## src/rtl/loader_pkg.sv

```systemverilog
// Shared constants and FSM encoding for the instruction-memory boot loader.
package loader_pkg;

  localparam int unsigned BYTES_PER_WORD = 4;
  localparam int unsigned WORD_W         = 32;

  localparam logic [2:0] ST_IDLE  = 3'd0;
  localparam logic [2:0] ST_RECV  = 3'd1;
  localparam logic [2:0] ST_WRITE = 3'd2;
  localparam logic [2:0] ST_DONE  = 3'd3;
  localparam logic [2:0] ST_ERR   = 3'd4;

  typedef enum logic [2:0] {
    StIdle  = ST_IDLE,
    StRecv  = ST_RECV,
    StWrite = ST_WRITE,
    StDone  = ST_DONE,
    StErr   = ST_ERR
  } state_e;

endpackage

```

## src/rtl/byte_packer.sv

```systemverilog
// MSB-first byte-to-word shift buffer with a wrapping byte-lane counter.
module byte_packer
  import loader_pkg::*;
(
  input  logic              clk,
  input  logic              clr,
  input  logic              push,
  input  logic              clear,
  input  logic [7:0]        din,
  output logic [WORD_W-1:0] word,
  output logic              full
);

  localparam int unsigned CNT_W = $clog2(BYTES_PER_WORD);

  logic [WORD_W-1:0] buf_q;
  logic [CNT_W-1:0]  cnt_q;

  always_ff @(posedge clk or posedge clr) begin
    if (clr) begin
      buf_q <= '0;
      cnt_q <= '0;
    end else if (clear) begin
      buf_q <= '0;
      cnt_q <= '0;
    end else if (push) begin
      buf_q <= {buf_q[WORD_W-9:0], din};
      // Counter wraps to 0 on the last lane so the next word starts clean.
      cnt_q <= cnt_q + CNT_W'(1);
    end
  end

  assign word = buf_q;
  // Asserted while waiting for the final byte of a word.
  assign full = (cnt_q == CNT_W'(BYTES_PER_WORD - 1));

endmodule

```

## src/rtl/imem_loader.sv

```systemverilog
// Boot-time instruction-memory writer: packs a byte stream into words and holds
// the CPU until the whole program is in memory.
module imem_loader
  import loader_pkg::*;
#(
  parameter int unsigned ADDR_W  = 8,
  parameter int unsigned TIMEOUT = 1000
) (
  input  logic              clk,
  input  logic              clr,
  input  logic              start,
  input  logic [ADDR_W:0]   len,
  input  logic              s_valid,
  input  logic [7:0]        s_data,
  output logic              s_ready,
  output logic              mem_we,
  output logic [ADDR_W-1:0] mem_addr,
  output logic [WORD_W-1:0] mem_wdata,
  output logic              cpu_hold,
  output logic              busy,
  output logic              done,
  output logic              err
);

  localparam int unsigned LEN_W  = ADDR_W + 1;
  localparam int unsigned IDLE_W = $clog2(TIMEOUT + 1);
  localparam logic [LEN_W-1:0] MAX_LEN = {1'b1, {ADDR_W{1'b0}}};

  state_e            state_q, state_d;
  logic [LEN_W-1:0]  len_q, word_cnt_q, len_clamped;
  logic [IDLE_W-1:0] idle_q;
  logic              accept, start_ok, pk_full;
  logic [WORD_W-1:0] pk_word;

  assign len_clamped = (len > MAX_LEN) ? MAX_LEN : len;
  assign accept      = s_valid && s_ready;
  assign start_ok    = start && (state_q == StIdle || state_q == StDone || state_q == StErr);

  byte_packer u_packer (
    .clk   (clk),
    .clr   (clr),
    .push  (accept),
    .clear (start_ok),
    .din   (s_data),
    .word  (pk_word),
    .full  (pk_full)
  );

  always_comb begin
    state_d = state_q;
    case (state_q)
      StIdle, StDone, StErr: begin
        if (start) state_d = (len_clamped == '0) ? StDone : StRecv;
      end
      StRecv: begin
        if (accept && pk_full) begin
          state_d = StWrite;
        end else if (!accept && idle_q == IDLE_W'(TIMEOUT - 1)) begin
          state_d = StErr;
        end
      end
      StWrite: begin
        state_d = (word_cnt_q + LEN_W'(1) == len_q) ? StDone : StRecv;
      end
      default: state_d = StIdle;
    endcase
  end

  always_ff @(posedge clk or posedge clr) begin
    if (clr) begin
      state_q    <= StIdle;
      len_q      <= '0;
      word_cnt_q <= '0;
      idle_q     <= '0;
    end else begin
      state_q <= state_d;
      if (start_ok) begin
        len_q      <= len_clamped;
        word_cnt_q <= '0;
        idle_q     <= '0;
      end else if (state_q == StRecv) begin
        idle_q <= accept ? '0 : idle_q + IDLE_W'(1);
      end else if (state_q == StWrite) begin
        word_cnt_q <= word_cnt_q + LEN_W'(1);
      end
    end
  end

  // Low bits of the word counter are the write address; the clamp keeps it below 2^ADDR_W.
  assign mem_addr  = word_cnt_q[ADDR_W-1:0];
  assign mem_wdata = pk_word;
  assign s_ready   = (state_q == StRecv);
  assign mem_we    = (state_q == StWrite);
  assign busy      = (state_q == StRecv) || (state_q == StWrite);
  assign done      = (state_q == StDone);
  assign err       = (state_q == StErr);
  assign cpu_hold  = (state_q != StDone);

endmodule

```

## config.mk

```make
export PLATFORM = sky130hd
export DESIGN_NAME = imem_loader
export DESIGN_NICKNAME = d
export VERILOG_FILES = /design/src/rtl/loader_pkg.sv /design/src/rtl/byte_packer.sv /design/src/rtl/imem_loader.sv
export SDC_FILE = /design/constraint.sdc
export NUM_CORES = 1
export LEC_CHECK = 0
export CORE_ASPECT_RATIO = 0.9
export CORE_MARGIN = 2
export CORE_UTILIZATION = 56
export CTS_CLUSTER_DIAMETER = 30
export DETAILED_ROUTE_END_ITERATION = 8
export PLACE_DENSITY = 0.92
export SYNTH_ARGS = -nofsm -noshare
export SYNTH_HDL_FRONTEND = slang
export SYNTH_HIERARCHICAL = 1
export SYNTH_SLANG_ARGS = --single-unit
```

## constraint.sdc

```tcl
create_clock -name clk -period 4.6 [get_ports clk]
set_input_delay 0.69 -clock clk [delete_from_list [all_inputs] [get_ports clk]]
set_output_delay 0.69 -clock clk [all_outputs]
set_load 0.01 [all_outputs]
```

==> summary.md, run 1 <==
| Metric | Value |
|---|---|
| Buffer count from post-CTS setup fixing | 0 |
| RePlAce Congestion | 0.837 |
| Synthesized instance count | 346 |
| Status | finished clean |
| Syn Std Cell Area | 3410 µm² |
| DP Area | 3930 µm² |
| Final Hold Vio Count | 0 |
| P_int | 1.55 mW |
| Seq cells post-synth | 65 |
| Total CTS buffers | 9 |
| Post-synthesis async set-or-reset flop share | 100% |
| Chip height | 78.1 µm |
| Max_cap viols | 0 |
| GRT met2 Usage | 40.1% |
| Delay-heaviest family, CP | buffers and inverters |
| CP bufs+invs | 2 |
| Synth warn | 6 |
| Initial antenna violation count | 0 |
| Worst EP required | 3.91 ns |
| Sequential share of power | 38.6% |
| Path category of the worst min-delay check | register to register |
| Synth Flop Type | dfrtp_1 |
| Worst Path Arrival | 2.35 ns |
| TritonCTS clock tree | done |
| Leak Pwr | 1.86 nW |
| Worst Setup Start Kind | register |
| Crit Path Category | register to output pin |
| Layout cells sized above 1 | 7.73% |
| Area delta synth->final | 22.4% |
| Vias in the first global route | 2682 |
| Routed len/inst | 16.6 µm |
| Grt peak-use layer | met2 |
| Setup TNS | 0 ns |
| Post-DRT Antenna Nets | 0 |
| Fmax | 0.328 GHz |
| Worst VDD drop | 0.413 mV |
| Top post-synthesis cells by area | dfrtp_1 (48%), mux2i_1 (9.7%), nor2_1 (5.5%) |
| Post-CTS sizing | 0 |
| # DRC | 0 |
| Critical path capture point type | output pin |
| Vias | 2765 |
| TritonCTS sink count | 65 |
| Crit share post-route | 66.2% |
| Core Area | 5790 µm² |
| Highest-delay cell along the critical path | or3b_1 |
| List of most frequent post-synthesis cells | dfrtp_1 (65), nor2_1 (50), o21ai_0 (35) |
| Clk_lat worst skew | 0.35 ns |
| Cell Pwr Density | 566 nW/µm² |
| Largest net degree at the start of global routing | 38 |
| Switching share of total power | 34.5% |
| Fin area | 4180 µm² |
| Die X | 86.3 µm |
| Worst Tran Pin Value | 1.05 ns |
| Skew final | 0.00628 ns |
| GR Util met3 | 8.73% |
| # hold bufs at CTS | 0 |
| Finish-stage setup viols | 0 |
| First-pass GRT wire length | 13.0 mm |
| Leading area contributor after synthesis | dfrtp_1 |
| CTS clk-pin slew, worst paths | 0.07 ns |
| Synth cell types | 53 |
| Slew HR | 30.2% |
| Max incr delay on CP | 0.62 ns |
| CP Cell Sequence | or3b_1 > inv_1 > clkdlybuf4s50_1 |
| Via-per-instance ratio | 5.87 |
| Starting Density | 58.9% |
| RSZ-0062 raised after global routing | false |
| Net Switching | 816 µW |
| Clk root buf | clkbuf_8 |
| Iter 0 DRT Violations | 179 |
| Worst-path maximum fanout | 15 |
| # H-tree levels | 3 |
| ANT cells | 0 |
| Synthesized area per cell | 9.86 µm² |
| # rows | 26 |
| Net Count, Synth | 370 |
| Top cell type's share of synthesized area | 47.7% |
| Congestion Overflow GR | 0 |
| Total Routing Usage GR | 24.8% |
| Final min period | 3.04 ns |
| HPWL after DPL | 5.25 mm |
| Post-synthesis sequential area ratio | 47.7% |
| Pre-antenna DRT Iters | 5 |
| Clock power share | 24.8% |
| Ports | 67 |
| Most common cell in the netlist | dfrtp_1 |
| I/O Buffers | 66 |
| Routed WL | 7.80 mm |
| Combinational cell fraction of total power | 36.6% |
| Post-synth EDFFs | 0 |
| Met1 GRT Util | 31.1% |
| Nets | 420 |
| CTS Buffer Depth | 2 |
| Slew Viols, Final | 0 |
| Area of the die | 6730 µm² |
-- state kept, by name, summed over array words and instances, names as in the netlist --
register and count:
state_q 3, u_packer/cnt_q 2, len_q 9, word_cnt_q 9, u_packer/word 32, idle_q 10
-- path summary, 6_finish.rpt --
| path | startpoint | endpoint | cells past startpoint | slack [ns] |
|---|---|---|---|---|
| min reg2reg | idle_q[9] | idle_q[9] | 1 | 0.49 |
| max | state_q[1] | mem_we | 3 | 1.56 |
| min in group asynchronous | clr | idle_q[8] | 3 | 0.79 |
| max in group asynchronous | clr | u_packer/word[8] | 3 | 3.48 |
| max reg2reg | state_q[0] | state_q[0] | 6 | 2.04 |
| min | idle_q[9] | idle_q[9] | 1 | 0.49 |
-- placed cells by master, fill, tap and decap left out, types with 2 or more instances in the layout --
| master | Yosys | layout |
|---|---|---|
| a21oi_1 | 7 | 7 |
| a31oi_1 | 2 | 2 |
| and2_2 | 1 | 2 |
| and3_1 | 6 | 6 |
| buf_4 | 10 | 2 |
| bufinv_16 | 0 | 3 |
| clkbuf_8 | 0 | 9 |
| clkdlybuf4s50_1 | 0 | 66 |
| clkinvlp_4 | 0 | 2 |
| dfrtp_1 | 65 | 65 |
| ha_1 | 3 | 3 |
| inv_1 | 6 | 6 |
| mux2i_1 | 33 | 33 |
| nand2_1 | 30 | 30 |
| nand2b_1 | 9 | 9 |
| nand3_1 | 9 | 9 |
| nand4_1 | 5 | 5 |
| nand4b_1 | 2 | 2 |
| nor2_1 | 50 | 50 |
| nor2_2 | 2 | 2 |
| nor3_1 | 4 | 4 |
| o21ai_0 | 35 | 35 |
| o21ai_1 | 2 | 2 |
| o31ai_1 | 4 | 4 |
| o41ai_1 | 2 | 2 |
| xnor2_1 | 6 | 6 |
| xor2_1 | 8 | 8 |
-- area by class of cell --
type | count | area [µm²]
sequential | 65 | 1630
fill | 411 | 1620
multi-input combinational | 245 | 1520
timing repair buffer | 68 | 676
clock buffer | 9 | 124
clock inverter | 7 | 119
tap | 70 | 87.6
inverter | 7 | 26.3
-- through the flow --
stage          utilization (%)  hold slack (ns)  worst slack, ns  total power, mW  std cells
6_report                  72.1            0.489             1.56             2.36        471
3_3_place_gp              67.9            0.473             1.95             1.72        455
4_1_cts                   72.1            0.496             1.56             2.37        471
2_1_floorplan                -            0.450             2.61             1.41        346
3_5_place_dp              67.9            0.488             1.86             1.77        455
5_1_grt                   72.1            0.509             1.42             2.50        471
-- worst reg2reg max path, cell delays in order (launching register included) --
cell,delay [ns]
dfrtp_1,0.52
nand2b_1,0.18
nor2_1,0.30
and2_2,0.91
or2_2,0.27
a31oi_1,0.09
o21ai_0,0.21
-- metal layers --
metal / part of all wire (%) / vias up / wire length [µm]
met5: 0 / - / 0
met4: 2.4 / 0 / 185
met3: 6.1 / 18 / 473
met2: 50 / 119 / 3940
met1: 41 / 1340 / 3210
li1: - / 1288 / -
-- power groups by stage --
stage / Sequential (mW) / Combinational, mW / Clock (mW)
2_1_floorplan: 0.932 / 0.474 / 0
4_1_cts: 0.911 / 0.868 / 0.595
6_report: 0.912 / 0.867 / 0.587
3_5_place_dp: 0.916 / 0.850 / 0
3_3_place_gp: 0.909 / 0.815 / 0
5_1_grt: 0.939 / 0.938 / 0.624
-- kinds of logic (layout without fill, tap and decap cells) --
| group | Yosys count | count (layout) | share of synthesized area, % |
|---|---|---|---|
| AND/OR/NAND/NOR | 133 | 133 | 19.1 |
| flip-flops | 65 | 65 | 47.7 |
| AO/OA/AOI/OAI | 61 | 61 | 10.6 |
| buffers and inverters | 36 | 91 | 7.92 |
| multiplexers | 34 | 34 | 10.0 |
| XOR/XNOR | 14 | 14 | 3.59 |
| adder cells (fa/ha/maj) | 3 | 3 | 1.10 |
(Power assumes the default switching activity.)
==> inputs of run 2 (changes only) <==
--- a/config.mk
+++ b/config.mk
@@ -7,10 +7,10 @@
 export LEC_CHECK = 0
 export CORE_ASPECT_RATIO = 0.9
 export CORE_MARGIN = 2
-export CORE_UTILIZATION = 56
+export CORE_UTILIZATION = 47
 export CTS_CLUSTER_DIAMETER = 30
 export DETAILED_ROUTE_END_ITERATION = 8
-export PLACE_DENSITY = 0.92
+export PLACE_DENSITY = 0.83
 export SYNTH_ARGS = -nofsm -noshare
 export SYNTH_HDL_FRONTEND = slang
 export SYNTH_HIERARCHICAL = 1
==> constraint.sdc (replaced) <==
create_clock -name clk -period 2.8 [get_ports clk]
set_input_delay 0.42 -clock clk [delete_from_list [all_inputs] [get_ports clk]]
set_output_delay 0.42 -clock clk [all_outputs]
set_load 0.01 [all_outputs]
==> run 2 against run 1 <==
Flip-flop and latch count is the same; sequential power grew 63%; hold slack lost 0.24 ns; count of clock-buffer cells in the layout is the same; critical path depth is the same; critical path type unchanged.
==> summary.md, run 2 (same netlist as run 1, synthesis figures left out) <==
| Metric | Value |
|---|---|
| Via-per-instance ratio | 5.41 |
| FF-to-FF Start | state_q[1] |
| RePlAce Congestion | 0.906 |
| Post-CTS sizing | 0 |
| Fmax | 0.402 GHz |
| I/O Buffers | 66 |
| First-pass GRT wire length | 12.5 mm |
| # hold bufs at CTS | 0 |
| Congestion Overflow GR | 0 |
| Vias in the first global route | 2633 |
| Final Hold Vio Count | 0 |
| CTS Buffer Depth | 2 |
| R2r endpoint | idle_q[7] |
| TritonCTS sink count | 65 |
| Worst Path Arrival | 2.07 ns |
| Skew final | 0.00982 ns |
| Worst-path maximum fanout | 13 |
| Commonest non-fill, non-tap cell in the layout | clkdlybuf4s50_1 |
| # fillers | 596 |
| Finish-stage setup viols | 0 |
| HPWL after DPL | 5.17 mm |
| Most frequent cells in the layout | clkdlybuf4s50_1 (66), dfrtp_1 (65), nor2_1 (50), o21ai_0 (35), mux2i_1 (33) |
| Total CTS buffers | 9 |
| Max_cap viols | 0 |
| Inst Count DP | 481 |
| Highest-delay cell along the critical path | clkdlybuf4s50_1 |
| # H-tree levels | 3 |
| Starting Density | 48.5% |
| Die X | 93.8 µm |
| Clk root buf | clkbuf_8 |
| Cell Pwr Density | 870 nW/µm² |
| # DRC | 0 |
| Vias | 2687 |
| Buffer count from post-CTS setup fixing | 0 |
| Delay-heaviest family, CP | buffers and inverters |
| Status | finished clean |
| Routed WL | 7.49 mm |
| Largest net degree at the start of global routing | 36 |
| CTS clk-pin slew, worst paths | 0.08 ns |
| Crit Path Category | register to output pin |
| Nets | 423 |
| Reg-to-reg slack, setup | 0.59 ns |
| Reg2Reg Depth | 6 |
| Ports | 67 |
| # rows | 29 |
| Clk_lat worst skew | 0.35 ns |
| Worst Tran Pin Value | 0.734 ns |
| Area delta synth->final | 22.1% |
| Crit share post-route | 88.9% |
| Worst VDD drop | 0.683 mV |
| Routed len/inst | 15.1 µm |
| Chip height | 84.8 µm |
| Path category of the worst min-delay check | input pin to asynchronous set/reset pin |
| Initial antenna violation count | 0 |
| ANT cells | 0 |
| Worst Setup Start Kind | register |
| Leak Pwr | 1.84 nW |
| Iter 0 DRT Violations | 107 |
| TritonCTS clock tree | done |
| Critical path depth | 3 |
| Max incr delay on CP | 0.56 ns |
| Post-DRT Antenna Nets | 0 |
| Critical path capture point type | output pin |
| Slew HR | 50.7% |
| Layout cells sized above 1 | 8.42% |
| CP Cell Sequence | or3b_1 > inv_1 > clkdlybuf4s50_1 |
| Pre-antenna DRT Iters | 4 |
| Max reg flops | 32 |
| Setup TNS | 0 ns |
| Slew Viols, Final | 0 |
| RSZ-0062 raised after global routing | false |
| Final min period | 2.49 ns |
| Worst EP required | 2.38 ns |
| Area of the die | 7960 µm² |
| Total Routing Usage GR | 19.9% |
| Final Non-Filler Cells | 497 |
| CP bufs+invs | 2 |
| Core Area | 7040 µm² |
[run 2: metal layers]
layer	up-vias	global-route usage, %	share of wire [%]
li1	1294	-	-
met1	1308	25.2	44
met2	78	32.3	48
met3	7	7.99	7.3
met4	0	4.35	0.81
met5	-	0	0
[run 2: where the power goes]
group | internal [mW] | leakage (nW) | total [mW] | switching, mW
Clock | 0.334 | 0.0872 | 0.741 | 0.407
Sequential | 1.23 | 0.860 | 1.49 | 0.254
Combinational | 0.722 | 0.897 | 1.40 | 0.675
[run 2: worst max path at each step]
stage / from / to
floorplan: word_cnt_q[3] / state_q[1]
global placement: state_q[1] / mem_we
detailed placement: state_q[1] / idle_q[7]
CTS: state_q[1] / mem_we
global route: state_q[1] / mem_we
finish: state_q[1] / mem_we
[run 2: through the flow]
| step | hold slack [ns] | worst slack [ns] | total power, mW | area (µm²) | utilization, % |
|---|---|---|---|---|---|
| after global placement | 0.480 | 0.716 | 2.84 | 3980 | 56.6 |
| final | 0.248 | 0.310 | 3.63 | 4170 | 59.2 |
| after CTS | 0.234 | 0.298 | 3.66 | 4170 | 59.2 |
| after global routing | 0.252 | 0.161 | 3.87 | 4170 | 59.2 |
| after detailed placement | 0.477 | 0.598 | 2.90 | 3980 | 56.6 |
| after floorplan | 0.450 | 1.05 | 2.31 | 3410 | - |
[run 2: layout make-up]
type	count	area (µm²)	share of cell area [%]
Timing Repair Buffer	71	698	16.8
Clock buffer	9	124	2.97
Tap cell	93	116	2.79
Sequential cell	65	1630	39.0
Clock inverter	7	58.8	1.41
Multi-Input combinational cell	245	1520	36.4
Inverter	7	26.3	0.631
==> inputs of run 3 (changes only) <==
--- a/config.mk
+++ b/config.mk
@@ -5,12 +5,14 @@
 export SDC_FILE = /design/constraint.sdc
 export NUM_CORES = 1
 export LEC_CHECK = 0
+export ABC_CLOCK_PERIOD_IN_PS = 2800
 export CORE_ASPECT_RATIO = 0.9
 export CORE_MARGIN = 2
 export CORE_UTILIZATION = 47
 export CTS_CLUSTER_DIAMETER = 30
 export DETAILED_ROUTE_END_ITERATION = 8
 export PLACE_DENSITY = 0.83
+export SETUP_SLACK_MARGIN = 0.3
 export SYNTH_ARGS = -nofsm -noshare
 export SYNTH_HDL_FRONTEND = slang
 export SYNTH_HIERARCHICAL = 1
==> run 3 against run 2 <==
Clock power is essentially flat; worst setup slack improved by 0.11 ns; flip-flop and latch count unchanged; maximum frequency grew 4.6%; design area is 0.21% higher; register-to-register slack is essentially flat; clock skew fell by 0.00053 ns; utilization rose by 0.12 points; critical path depth stayed put; combinational power about the same; sequential power is essentially flat; power is essentially flat; highest routed layer unchanged.
==> summary.md, run 3 (same netlist as run 1, synthesis figures left out) <==
| Metric | Value |
|---|---|
| Status | finished clean |
| Reg-to-reg slack, setup | 0.58 ns |
| # DRC | 0 |
| # rows | 29 |
| HPWL after DPL | 5.17 mm |
| Die X | 93.8 µm |
| TritonCTS clock tree | done |
| Cell Pwr Density | 869 nW/µm² |
| CP Cell Sequence | or3b_1 > o21ai_0 > clkdlybuf4s50_1 |
| Congestion Overflow GR | 0 |
| Initial antenna violation count | 0 |
| Core Area | 7040 µm² |
| Worst hold slack | 0.247 ns |
| Final Hold Vio Count | 0 |
| Slew HR | 50.4% |
| Vias in the first global route | 2633 |
| Highest-delay cell along the critical path | clkdlybuf4s50_1 |
| Setup TNS | 0 ns |
| Ports | 67 |
| Worst EP required | 2.38 ns |
| Power, Total | 3.63 mW |
| Finish-stage setup viols | 0 |
| Area delta synth->final | 22.4% |
| Most frequent cells in the layout | clkdlybuf4s50_1 (66), dfrtp_1 (64), nor2_1 (50), o21ai_0 (35), mux2i_1 (33) |
| Worst Setup Slack post-DPL | 0.598 ns |
| Net Switching | 1.33 mW |
| Layout cells sized above 1 | 9.14% |
| RSZ-0062 raised after global routing | false |
| Total CTS buffers | 9 |
| Iter 0 DRT Violations | 106 |
| ANT cells | 0 |
| Chip height | 84.8 µm |
| Critical path depth | 3 |
| Clk root buf | clkbuf_8 |
| # H-tree levels | 3 |
| Crit Path Category | register to output pin |
| Leak Pwr | 1.85 nW |
| Switching share of total power | 36.8% |
| Critical path capture point type | output pin |
| Final min period | 2.38 ns |
| Pre-antenna DRT Iters | 4 |
| Worst VDD drop | 0.682 mV |
| Crit share post-route | 85.0% |
| Reg2Reg Depth | 7 |
| First-pass GRT wire length | 12.5 mm |
| Clk_lat worst skew | 0.35 ns |
| Commonest non-fill, non-tap cell in the layout | clkdlybuf4s50_1 |
| Routed WL | 7.48 mm |
| Slew Viols, Final | 0 |
| Max incr delay on CP | 0.57 ns |
| Post-DRT Antenna Nets | 0 |
| Worst Setup Start Kind | register |
| I/O Buffers | 66 |
| # hold bufs at CTS | 0 |
| Clock power share | 20.4% |
| Skew final | 0.00929 ns |
| Final Worst Setup Slack | 0.419 ns |
| Worst Tran Pin Value | 0.739 ns |
| Via-per-instance ratio | 5.42 |
| CTS Buffer Depth | 2 |
| CTS clk-pin slew, worst paths | 0.08 ns |
| CP bufs+invs | 1 |
| Total Routing Usage GR | 19.9% |
| Combinational cell fraction of total power | 38.6% |
| Fmax | 0.420 GHz |
| TritonCTS sink count | 65 |
| Delay-heaviest family, CP | buffers and inverters |
| Max_cap viols | 0 |
| P_int | 2.29 mW |
| RePlAce Congestion | 0.906 |
| Routed len/inst | 15.0 µm |
| # fillers | 598 |
| Worst Path Arrival | 1.96 ns |
| Worst-path maximum fanout | 10 |
| Nets | 424 |
| Path category of the worst min-delay check | input pin to asynchronous set/reset pin |
| Sequential share of power | 40.9% |
| Starting Density | 48.5% |
| Area of the die | 7960 µm² |
| Vias | 2699 |
| Max reg flops | 32 |
| Largest net degree at the start of global routing | 36 |
==> run 3: layout make-up <==
type,count,area (µm²),area share (%)
well taps,93,116,2.79
multi-input cells,245,1520,36.3
repair buffers,72,706,16.9
flip-flops and latches,65,1630,39.0
clock inverters,7,58.8,1.41
inverters,7,26.3,0.629
clock buffers,9,124,2.97
==> run 3: power by group through the flow <==
stage          registers, mW  logic (mW)  clock network [mW]
4_1_cts                 1.49        1.41               0.765
3_3_place_gp            1.49        1.35                   0
2_1_floorplan           1.53       0.779                   0
6_report                1.48        1.40               0.741
5_1_grt                 1.53        1.54               0.802
3_5_place_dp            1.50        1.40                   0
==> run 3: final timing paths <==
kind | from | to
worst max-delay path | state_q[0] | busy
worst max register to register | state_q[1] | idle_q[7]
max in group asynchronous | clr | u_packer/word[0]
worst min-delay path | clr | u_packer/word[29]
worst min register to register | idle_q[9] | idle_q[9]
min in group clk | idle_q[9] | idle_q[9]
==> run 3: stage by stage <==
| stage | cell area, µm² | std cells | util, % |
|---|---|---|---|
| 2_1_floorplan | 3410 | 346 | - |
| 3_3_place_gp | 3980 | 481 | 56.6 |
| 3_5_place_dp | 3980 | 481 | 56.6 |
| 4_1_cts | 4170 | 497 | 59.2 |
| 5_1_grt | 4180 | 498 | 59.3 |
| 6_report | 4180 | 498 | 59.3 |
==> run 3: what timing repair did <==
action,in CTS,in global routing
setup buffers,0,1
setup endpoints to repair,1,1
hold endpoints to repair,0,0
resized for setup,1,1
==> run 3: layer usage <==
layer	vias to the layer above	share of wire (%)	global-route usage [%]	wire length [µm]
met5	-	0	0	0
met4	0	0.53	4.35	40
met3	5	7.9	7.99	588
met2	77	48	32.3	3620
met1	1320	43	25.2	3240
li1	1297	-	-	-
==> run 3: worst register-to-register path, cell delays in order, from the launching register on <==
cell,delay [ns]
dfrtp_2,0.42
buf_4,0.17
and3b_1,0.25
o21ai_2,0.56
inv_2,0.15
nor2_2,0.36
o21ai_0,0.14
o21ai_0,0.09
